[config.mk]
export PLATFORM = sky130hd
export DESIGN_NAME = fc8_vga_frame_capture_flat
export DESIGN_NICKNAME = d
export VERILOG_FILES = /design/src/rtl/fc8_vga_frame_capture_if.sv /design/src/rtl/fc8_vga_frame_capture.sv /design/src/flat_wrapper.sv
export SDC_FILE = /design/constraint.sdc
export NUM_CORES = 1
export LEC_CHECK = 0
export CORE_MARGIN = 5
export CORE_UTILIZATION = 40
export DETAILED_ROUTE_END_ITERATION = 8
export REMOVE_ABC_BUFFERS = 1
export SYNTH_ARGS = -nofsm -noshare
export SYNTH_HDL_FRONTEND = slang
export SYNTH_SLANG_ARGS = --single-unit
[constraint.sdc]
create_clock -name master_clk -period 3.9 [get_ports master_clk]
set_clock_uncertainty 0.1 [all_clocks]
set_input_delay 0.78 -clock master_clk [delete_from_list [all_inputs] [get_ports master_clk]]
set_output_delay 0.78 -clock master_clk [all_outputs]
set_load 0.005 [all_outputs]
[src/rtl/fc8_vga_frame_capture_if.sv]
// fc8_vga_frame_capture_if
//   VGA output bus of the fc8 graphics block as seen by a passive monitor.
//   pix_ce              : one-master_clk pulse per pixel
//   vga_hsync/vga_vsync : raw sync lines (polarity set by the monitor)
//   vga_r/vga_g/vga_b   : 3-3-2 RGB
//   master : the graphics source (or a bench driving it)
//   slave  : the capture block
interface fc8_vga_frame_capture_if;
  logic       pix_ce;
  logic       vga_hsync;
  logic       vga_vsync;
  logic [2:0] vga_r;
  logic [2:0] vga_g;
  logic [1:0] vga_b;

  modport master (output pix_ce, vga_hsync, vga_vsync, vga_r, vga_g, vga_b);
  modport slave  (input  pix_ce, vga_hsync, vga_vsync, vga_r, vga_g, vga_b);
endinterface

[src/rtl/fc8_vga_frame_capture.sv]
// fc8_vga_frame_capture
//   Passive VGA monitor: rebuilds the raster from hsync/vsync, measures line
//   and frame periods, CRC-16-CCITT (0x1021, init 0xFFFF) over each frame's
//   active pixels, and latches one pixel at a programmable probe coordinate.
// Ports
//   master_clk, master_rst_n : clock, async active-low reset
//   vga                      : VGA bus (slave modport), sampled on pix_ce
//   probe_x, probe_y         : active-area coordinate of the probe pixel
//   frame_done               : one-cycle pulse when frame results publish
//   frame_count              : completed frames (wraps)
//   frame_crc, frame_px_count: CRC / active pixel count of last frame
//   lines_per_frame          : vertical period of last frame, in lines
//   pix_per_line             : horizontal period of last line, in pix_ce ticks
//   probe_pixel, probe_valid : captured probe pixel, captured-at-least-once
//   locked                   : a vsync edge has been seen since reset
module fc8_vga_frame_capture #(
  parameter int H_START         = 85,
  parameter int V_START         = 22,
  parameter int H_ACTIVE        = 256,
  parameter int V_ACTIVE        = 240,
  parameter int SYNC_ACTIVE_LOW = 1
) (
  input  logic                    master_clk,
  input  logic                    master_rst_n,
  fc8_vga_frame_capture_if.slave  vga,
  input  logic [8:0]              probe_x,
  input  logic [8:0]              probe_y,
  output logic                    frame_done,
  output logic [15:0]             frame_count,
  output logic [15:0]             frame_crc,
  output logic [16:0]             frame_px_count,
  output logic [9:0]              lines_per_frame,
  output logic [9:0]              pix_per_line,
  output logic [7:0]              probe_pixel,
  output logic                    probe_valid,
  output logic                    locked
);

  localparam logic       SYNC_POL = (SYNC_ACTIVE_LOW != 0);
  localparam logic [10:0] H_LO    = 11'(H_START);
  localparam logic [10:0] H_HI    = 11'(H_START + H_ACTIVE);
  localparam logic [10:0] V_LO    = 11'(V_START);
  localparam logic [10:0] V_HI    = 11'(V_START + V_ACTIVE);
  localparam logic [9:0]  CNT_MAX = 10'h3FF;

  // Byte-at-a-time CRC-16-CCITT step, MSB first.
  function automatic logic [15:0] crc_step(input logic [15:0] c, input logic [7:0] d);
    logic [15:0] r;
    r = c ^ {d, 8'h00};
    for (int i = 0; i < 8; i++)
      r = r[15] ? ((r << 1) ^ 16'h1021) : (r << 1);
    return r;
  endfunction

  logic [9:0]  hcnt, vcnt, hcnt_nxt, vcnt_nxt, x, y;
  logic [15:0] crc_acc;
  logic [16:0] px_acc;
  logic        hs_prev, vs_prev;
  logic        hs, vs, hs_edge, vs_edge, active, probe_hit;
  logic [7:0]  pix;

  // hs/vs are 1 when the sync is asserted, whatever the line polarity.
  assign hs  = vga.vga_hsync ^ SYNC_POL;
  assign vs  = vga.vga_vsync ^ SYNC_POL;
  assign pix = {vga.vga_r, vga.vga_g, vga.vga_b};

  // Raster position for the current sample, after this sample's counter
  // update, so the sync-edge sample itself sits at column/row 0.
  always_comb begin
    hs_edge  = hs & ~hs_prev;
    vs_edge  = vs & ~vs_prev;
    hcnt_nxt = hs_edge ? 10'd0 : (hcnt == CNT_MAX) ? hcnt : hcnt + 10'd1;
    vcnt_nxt = vs_edge ? 10'd0 :
               (hs_edge && vcnt != CNT_MAX) ? vcnt + 10'd1 : vcnt;
    active   = ({1'b0, hcnt_nxt} >= H_LO) && ({1'b0, hcnt_nxt} < H_HI) &&
               ({1'b0, vcnt_nxt} >= V_LO) && ({1'b0, vcnt_nxt} < V_HI);
    x        = hcnt_nxt - H_LO[9:0];
    y        = vcnt_nxt - V_LO[9:0];
    // x/y stay below H_ACTIVE/V_ACTIVE inside the window, so an
    // out-of-range probe simply never hits.
    probe_hit = active && (x == {1'b0, probe_x}) && (y == {1'b0, probe_y});
  end

  always_ff @(posedge master_clk or negedge master_rst_n) begin
    if (!master_rst_n) begin
      hcnt            <= '0;
      vcnt            <= '0;
      crc_acc         <= 16'hFFFF;
      px_acc          <= '0;
      hs_prev         <= 1'b0;
      vs_prev         <= 1'b0;
      frame_done      <= 1'b0;
      frame_count     <= '0;
      frame_crc       <= '0;
      frame_px_count  <= '0;
      lines_per_frame <= '0;
      pix_per_line    <= '0;
      probe_pixel     <= '0;
      probe_valid     <= 1'b0;
      locked          <= 1'b0;
    end else begin
      frame_done <= 1'b0;
      if (vga.pix_ce) begin
        hs_prev <= hs;
        vs_prev <= vs;
        hcnt    <= hcnt_nxt;
        vcnt    <= vcnt_nxt;
        if (hs_edge) pix_per_line <= hcnt + 10'd1;
        if (vs_edge) begin
          // The first edge after reset only establishes frame alignment.
          if (locked) begin
            frame_crc       <= crc_acc;
            frame_px_count  <= px_acc;
            lines_per_frame <= vcnt + 10'd1;
            frame_count     <= frame_count + 16'd1;
            frame_done      <= 1'b1;
          end
          locked  <= 1'b1;
          // The edge sample opens the new frame, never closes the old one.
          crc_acc <= active ? crc_step(16'hFFFF, pix) : 16'hFFFF;
          px_acc  <= active ? 17'd1 : 17'd0;
        end else if (active) begin
          crc_acc <= crc_step(crc_acc, pix);
          px_acc  <= px_acc + 17'd1;
        end
        if (probe_hit) begin
          probe_pixel <= pix;
          probe_valid <= 1'b1;
        end
      end
    end
  end

endmodule
[src/flat_wrapper.sv]
// flat-port wrapper written by rule: the top's interface ports become plain ports
module fc8_vga_frame_capture_flat 
#(
  parameter int H_START         = 85,
  parameter int V_START         = 22,
  parameter int H_ACTIVE        = 256,
  parameter int V_ACTIVE        = 240,
  parameter int SYNC_ACTIVE_LOW = 1
)
  (master_clk, master_rst_n, probe_x, probe_y, frame_done, frame_count, frame_crc, frame_px_count, lines_per_frame, pix_per_line, probe_pixel, probe_valid, locked, vga_pix_ce, vga_vga_hsync, vga_vga_vsync, vga_vga_r, vga_vga_g, vga_vga_b);
  fc8_vga_frame_capture_if vga_i ();
  input  logic master_clk;
  input  logic master_rst_n;
  input  logic [8:0] probe_x;
  input  logic [8:0] probe_y;
  output logic frame_done;
  output logic [15:0] frame_count;
  output logic [15:0] frame_crc;
  output logic [16:0] frame_px_count;
  output logic [9:0] lines_per_frame;
  output logic [9:0] pix_per_line;
  output logic [7:0] probe_pixel;
  output logic probe_valid;
  output logic locked;
  input wire logic [$bits(vga_i.pix_ce)-1:0] vga_pix_ce;
  input wire logic [$bits(vga_i.vga_hsync)-1:0] vga_vga_hsync;
  input wire logic [$bits(vga_i.vga_vsync)-1:0] vga_vga_vsync;
  input wire logic [$bits(vga_i.vga_r)-1:0] vga_vga_r;
  input wire logic [$bits(vga_i.vga_g)-1:0] vga_vga_g;
  input wire logic [$bits(vga_i.vga_b)-1:0] vga_vga_b;
  assign vga_i.pix_ce = vga_pix_ce;
  assign vga_i.vga_hsync = vga_vga_hsync;
  assign vga_i.vga_vsync = vga_vga_vsync;
  assign vga_i.vga_r = vga_vga_r;
  assign vga_i.vga_g = vga_vga_g;
  assign vga_i.vga_b = vga_vga_b;
  fc8_vga_frame_capture #(.H_START(H_START), .V_START(V_START), .H_ACTIVE(H_ACTIVE), .V_ACTIVE(V_ACTIVE), .SYNC_ACTIVE_LOW(SYNC_ACTIVE_LOW)) u_core (.master_clk(master_clk), .master_rst_n(master_rst_n), .vga(vga_i), .probe_x(probe_x), .probe_y(probe_y), .frame_done(frame_done), .frame_count(frame_count), .frame_crc(frame_crc), .frame_px_count(frame_px_count), .lines_per_frame(lines_per_frame), .pix_per_line(pix_per_line), .probe_pixel(probe_pixel), .probe_valid(probe_valid), .locked(locked));
endmodule
Yosys cells after proc, flatten, opt, wreduce, memory -nomap -nowiden
Cells that the tools add are included.
{"block": "totals", "register_bits": 135, "latch_bits": 0, "mem_bits_rw": 0, "mem_bits_ro": 0, "inputBits": 31, "output_inout_bits": 80, "wordCells": 94, "mem_count": 0}
{"block": "classes", "addsub": 6, "multipliers": 0, "div_mod_pow": 0, "n_lt_le_gt_ge": 4, "n_eq_ne": 4, "shifts": 0, "mux": 29, "n_bitwise": 24, "reduce_logical": 12}
{"op": "two-way mux 13 bit", "count": 16}
{"op": "two-way mux 16 bit", "count": 3}
{"op": "inverter 3 bit", "count": 16}
{"op": "two-way mux 10 bit", "count": 4}
{"op": "two-way mux 17 bit", "count": 2}
{"op": "adder 10 x 1 -> 10 bit, second input constant", "count": 2}
{"op": "equality test 10 x 9 -> 1 bit", "count": 2}
{"op": "less-than comparator 10 x 9 -> 1 bit, second input constant", "count": 2}
{"op": "adder 17 x 1 -> 17 bit, second input constant", "count": 1}
{"op": "adder 16 x 1 -> 16 bit, second input constant", "count": 1}
{"op": "inverter 16 bit", "count": 1}
{"op": "bitwise XOR 16 bit", "count": 1}
{"op": "equality test 10 bit, second input constant", "count": 1}
{"op": ">= comparator 10 x 5 -> 1 bit, second input constant", "count": 1}
{"op": ">= comparator 10 x 7 -> 1 bit, second input constant", "count": 1}
{"op": "inequality test 10 bit, second input constant", "count": 1}
{"op": "subtractor 10 x 5 -> 10 bit, second input constant", "count": 1}
{"op": "subtractor 10 x 7 -> 10 bit, second input constant", "count": 1}
{"op": "AND reduction 2 bit", "count": 4}
{"op": "logical AND 1 bit", "count": 6}
{"op": "two-way mux 1 bit", "count": 4}
{"op": "inverter 1 bit", "count": 4}
{"op": "AND reduction 3 bit", "count": 1}
{"op": "bitwise AND 1 bit", "count": 2}
{"op": "nonzero test 2 bit", "count": 1}

Logic depth before layout (Yosys ltp)
{"block": "depth", "ltp_word": 19, "mapped_depth": 20, "mapped_depth_nobuf": 16}

Worst setup path after synthesis
OpenSTA, ideal clock, no wires.
{"block": "synth_timing", "kind": "input to register", "from": "input port vga_vga_hsync", "to": "register u_core.crc_acc[12]", "t_arrival_ns": 3.943, "t_required_ns": 3.723, "setup_slack_ns": -0.220, "stages": 16, "n_path_buf": 4, "path_cell_list": "nor2_1 > clkbuf_1 > nor2_1 > inv_1 > ha_1 > nor2b_1 > o22a_1 > o221ai_1 > a311o_1 > o2111ai_1 > and4bb_1 > buf_2 > or2_2 > buf_2 > buf_2 > a31oi_1"}
{"block": "synth_via", "word_cells_on_any_way": 17, "cone_classes": "order compare: 4; mux: 5; bitwise: 2; reduce/logical: 6"}
{"element": "from (decl)", "line_no": "flat_wrapper.sv:26", "source": "input wire logic [$bits(vga_i.vga_hsync)-1:0] vga_vga_hsync;"}
{"element": "inverter 1 bit (no line) *"}
{"element": "bitwise AND 1 bit *", "line_no": "fc8_vga_frame_capture.sv:70", "source": "hs_edge = hs & ~hs_prev;"}
{"element": "two-way mux 10 bit *", "line_no": "fc8_vga_frame_capture.sv:72", "source": "hcnt_nxt = hs_edge ? 10'd0 : (hcnt == CNT_MAX) ? hcnt : hcnt + 10'd1;"}
{"element": "via u_core.hcnt_nxt[0]", "line_no": "fc8_vga_frame_capture.sv:55", "source": "logic [9:0] hcnt, vcnt, hcnt_nxt, vcnt_nxt, x, y;"}
{"element": ">= comparator 10 x 7 -> 1 bit or less-than comparator 10 x 9 -> 1 bit (tied branches)", "line_no": "fc8_vga_frame_capture.sv:75", "source": "active = ({1'b0, hcnt_nxt} >= H_LO) && ({1'b0, hcnt_nxt} < H_HI) &&"}
{"element": "logical AND 1 bit * (2 in a row)", "line_no": "fc8_vga_frame_capture.sv:75"}
{"element": "logical AND 1 bit *", "line_no": "fc8_vga_frame_capture.sv:76", "source": "({1'b0, vcnt_nxt} >= V_LO) && ({1'b0, vcnt_nxt} < V_HI);"}
{"element": "two-way mux 16 bit or nonzero test 2 bit (tied branches)"}
{"element": "two-way mux 16 bit or AND reduction 2 bit (tied branches)"}
{"element": "to (signal assigned)", "line_no": "fc8_vga_frame_capture.sv:120", "source": "crc_acc <= active ? crc_step(16'hFFFF, pix) : 16'hFFFF;"}
{"element": "to (signal assigned)", "line_no": "fc8_vga_frame_capture.sv:123", "source": "crc_acc <= crc_step(crc_acc, pix);"}
{"element": "to (decl)", "line_no": "fc8_vga_frame_capture.sv:56", "source": "logic [15:0] crc_acc;"}
Mark *: on every way through the listed nets, which the timed path passes. The rest lies on a longest branch.
A chain may end at the register's enable or synchronous reset.

Worst setup path after layout
{"block": "layout_timing", "from": "register u_core.hcnt[1]", "to": "register u_core.probe_pixel[5]"}
{"block": "layout_via", "elab_chain_len": 10, "word_cells_on_any_way": 14, "cone_classes": "add/sub: 2; order compare: 2; eq/ne: 2; mux: 2; reduce/logical: 6"}
{"element": "from (decl)", "line_no": "fc8_vga_frame_capture.sv:55"}
{"element": "from (signal assigned)", "line_no": "fc8_vga_frame_capture.sv:106", "source": "hcnt <= hcnt_nxt;"}
{"element": "equality test 10 bit *", "line_no": "fc8_vga_frame_capture.sv:72"}
{"element": "two-way mux 10 bit * (2 in a row)", "line_no": "fc8_vga_frame_capture.sv:72"}
{"element": "via u_core.hcnt_nxt[0]", "line_no": "fc8_vga_frame_capture.sv:55"}
{"element": "parallel branches: the longest is 4 deep, another holds subtractor 10 x 7 -> 10 bit"}
{"element": "logical AND 1 bit * (2 in a row)", "line_no": "fc8_vga_frame_capture.sv:81", "source": "probe_hit = active && (x == {1'b0, probe_x}) && (y == {1'b0, probe_y});"}
{"element": "AND reduction 2 bit (no line) *"}
{"element": "to (signal assigned)", "line_no": "fc8_vga_frame_capture.sv:127", "source": "probe_pixel <= pix;"}
{"element": "to (decl)", "line_no": "fc8_vga_frame_capture.sv:34", "source": "output logic [7:0] probe_pixel,"}
Mark *: on every way through the listed nets, which the timed path passes.

==> results.md <==
- Post-DP HPWL: 13.3 mm
- Max cap viols: 0
- H-tree Lvls: 4
- All-Layer GR Usage: 18.7%
- Min-Delay Path Class: input pin to async pin
- Setup CP Type: register to register
- Initial DRC Count: 399
- Final ANT Viol Nets: 0
- Clk network pwr share: 35.7%
- Max rail drop VDD: 307 uV
- Leading area contributor after synthesis: dfrtp_1
- Fillers: 1607
- Worst skew pair latency: 0.42 ns
- Row Count: 49
- Status: finished clean
- Ports: 111
- Total core area: 18000 um^2
- Pwr Total: 5090 uW
- Reg2Reg Launch Point: u_core.hcnt[1]
- Final period utilization: 96.4%
- Fmax: 266 MHz
- CP dominant cell by count: ha_2
- Leak: 0.00438 uW
- Area Growth Syn to Fin: 37.7%
- Routability cong.: 0.857
- Post-route DRC violation count: 0
- Relative slew slack: 54.6%
- GRT overflow: 0
- Largest net degree at the start of global routing: 72
- Final hold vios: 0
- Sequential power share: 35.6%
- Top post-synthesis cells by area: dfrtp_1 (41%), nand2_1 (8.2%), xnor2_1 (7.6%)
- Via density: 5.16
- CP arrival: 3.97 ns
- CTS tree: yes
- Synth warnings: 0
- Layout cell share with drive strength beyond 1: 20.2%
- Post-synth ARST share: 100%
- WL final: 19.1 mm
- Post-synth EDFFs: 0
- Port Buf Inserts: 110
- Switching share of power: 29.1%
- Root buf cell: clkbuf_16
- Placed Area: 9070 um^2
- Area of the mapped netlist: 7280 um^2
- Chip Height: 145 um
- Die width: 145 um
- Top_reg_cell synth: dfrtp_1
- Initial Utilization: 40.5%
- Slew @ Worst Pin: 0.680 ns
- Share of the synthesized area in the top cell type: 40.9%
- Final Instance Area: 10000 um^2
- Required @ worst endpoint: 4.11 ns
- CP Cell Sequence: ha_2 > nand2_2 > or3_4 > xnor2_2 > nor2_2 > inv_1 > ha_2 > nor2b_4 > o22a_1 > o221ai_2 > a311o_1 > o2111ai_1 > and4bb_1 > a21boi_2 > buf_6 > o2111ai_4 > mux2_4
- NumNets Final: 997
- DR pass1 iterations: 5
- PwrDens: 508 nW/um^2
- Initial antenna violation count: 0
- Crit. End Element: register
- Startpoint Class: register
- Worst-path clk slew: 0.06 ns
- Die area: 21000 um^2
- Slew Viols, Final: 0
- Critical Path Start: u_core.hcnt[1]
- Clock buffer count from CTS: 17
- CP max stage cell: or3_4
- Via count: 6192
- First-pass GRT wire length: 31.0 mm
- Syn Inst Count: 784
- #FFs+latches synth: 135
- Commonest non-fill, non-tap cell in the layout: nand2_1
- Final setup violating endpoints: 0
- Cell internal pwr: 3610 uW
- Max clock buf depth: 2
- Avg WL per Cell: 15.9 um
- Sw Pwr: 1480 uW
- Gate power share: 28.7%
- R2R Setup Slk: 0.14 ns
- Most frequent cells in the layout: nand2_1 (158), dfrtp_1 (119), clkdlybuf4s50_1 (108)
- Clock sink total: 135
- Crit-path max FO: 5
- CP peak stage delay: 0.43 ns
- Synthesized area per cell: 9.28 um^2
- # diodes: 0
- Sequential-to-total area share from yosys stat: 46.7%
- Vias in the first global route: 5950
- Cell variety after synth: 68
- Fin crit period: 3.76 ns
[layer usage]
metal | wire length (um) | GRT usage [%]
met1 | 9050 | 27.0
met2 | 8850 | 28.5
met3 | 909 | 3.55
met5 | 0 | 0
met4 | 289 | 5.60
[sequential cells by signal (all words and copies together) (netlist names), 10 cells and up]
name and count:
u_core.crc_acc 16, u_core.hcnt 10, u_core.frame_crc 16, u_core.frame_count 16
u_core.vcnt 10, u_core.lines_per_frame 10, u_core.frame_px_count 17, u_core.pix_per_line 10
u_core.px_acc 17
[timing repair]
action | CTS | global route
hold buffers | 0 | 0
gates resized for setup | 12 | 26
setup buffers | 2 | 9
pin swaps | 6 | 11
setup endpoints to repair | 23 | 25
gates cloned | 1 | 1
[power by group through the flow]
stage               clock (uW)  sequential (uW)  combinational, uW
CTS                       1860             1820               1420
global route              1920             1850               1610
global placement             0             1840               1390
floorplan                    0             1850                694
finish                    1820             1810               1460
detailed placement           0             1840               1390
[worst max-delay path: cells and delay by family, from the launching register on]
kind	cells	cell delay, ns
adders and majority gates	2	0.37
buffers and inverters	2	0.20
AOI/OAI and AO/OA	6	0.96
DFF	1	0.36
and+or+nand+nor	5	1.14
xor gates and xnor gates	1	0.16
muxes	1	0.35
[area by class of cell]
type	count	area, um^2	share of cell area (%)
Sequential cell	135	3400	33.9
Tap cell	229	287	2.86
Inverter	22	82.6	0.824
Multi-Input combinational cell	584	3790	37.8
Clock inverter	12	213	2.12
Clock buffer	20	457	4.56
Timing Repair Buffer	199	1790	17.9
[stage by stage]
step | util (%) | TNS (ns) | setup slack (ns) | std cells | hold WS (ns)
2_1_floorplan | - | -15.03 | -0.647 | 740 | 0.348
3_3_place_gp | 50.5 | -9.55 | -0.485 | 1156 | 0.358
3_5_place_dp | 50.5 | -12.23 | -0.582 | 1156 | 0.361
4_1_cts | 54.7 | -0.00198 | -0.00198 | 1191 | 0.277
5_1_grt | 55.8 | -0.193 | -0.0421 | 1201 | 0.296
6_report | 55.8 | 0 | 0.139 | 1201 | 0.237
[path summary, 6_finish.rpt]
| check | endpoint | cells after the start |
|---|---|---|
| max | u_core.probe_pixel[5] | 17 |
| min | u_core.pix_per_line[1] | 1 |
| max reg2reg | u_core.probe_pixel[5] | 17 |
| min reg2reg | u_core.frame_count[15] | 1 |
| max in group asynchronous | u_core.crc_acc[15] | 2 |
| min in group master_clk | u_core.frame_count[15] | 1 |
[cell usage after synthesis, types with 6 or more instances]
master	n
clkbuf_1	28
mux2_2	19
nand4_1	18
nand2_1	159
a31oi_1	17
dfstp_2	16
and3_1	16
o21ai_0	38
nor3_1	12
inv_1	21
xnor2_1	63
mux2i_1	6
and2_1	8
xor2_1	27
nand3_1	22
nor2_1	48
buf_2	15
ha_1	7
a21oi_1	31
or3_1	10
dfrtp_1	119
nand2b_1	7
[cells by family after synthesis]
logic type      count (synthesis)  share of synthesized area [%]
simple gates                  321                           20.5
compound gates                137                           12.8
flops                         135                           46.7
xor+xnor                       90                           10.8
buf+inv                        66                           3.66
mux                            28                           4.26
fa+ha+maj                       7                           1.20
No activity file was read; power rests on OpenSTA's default activity.
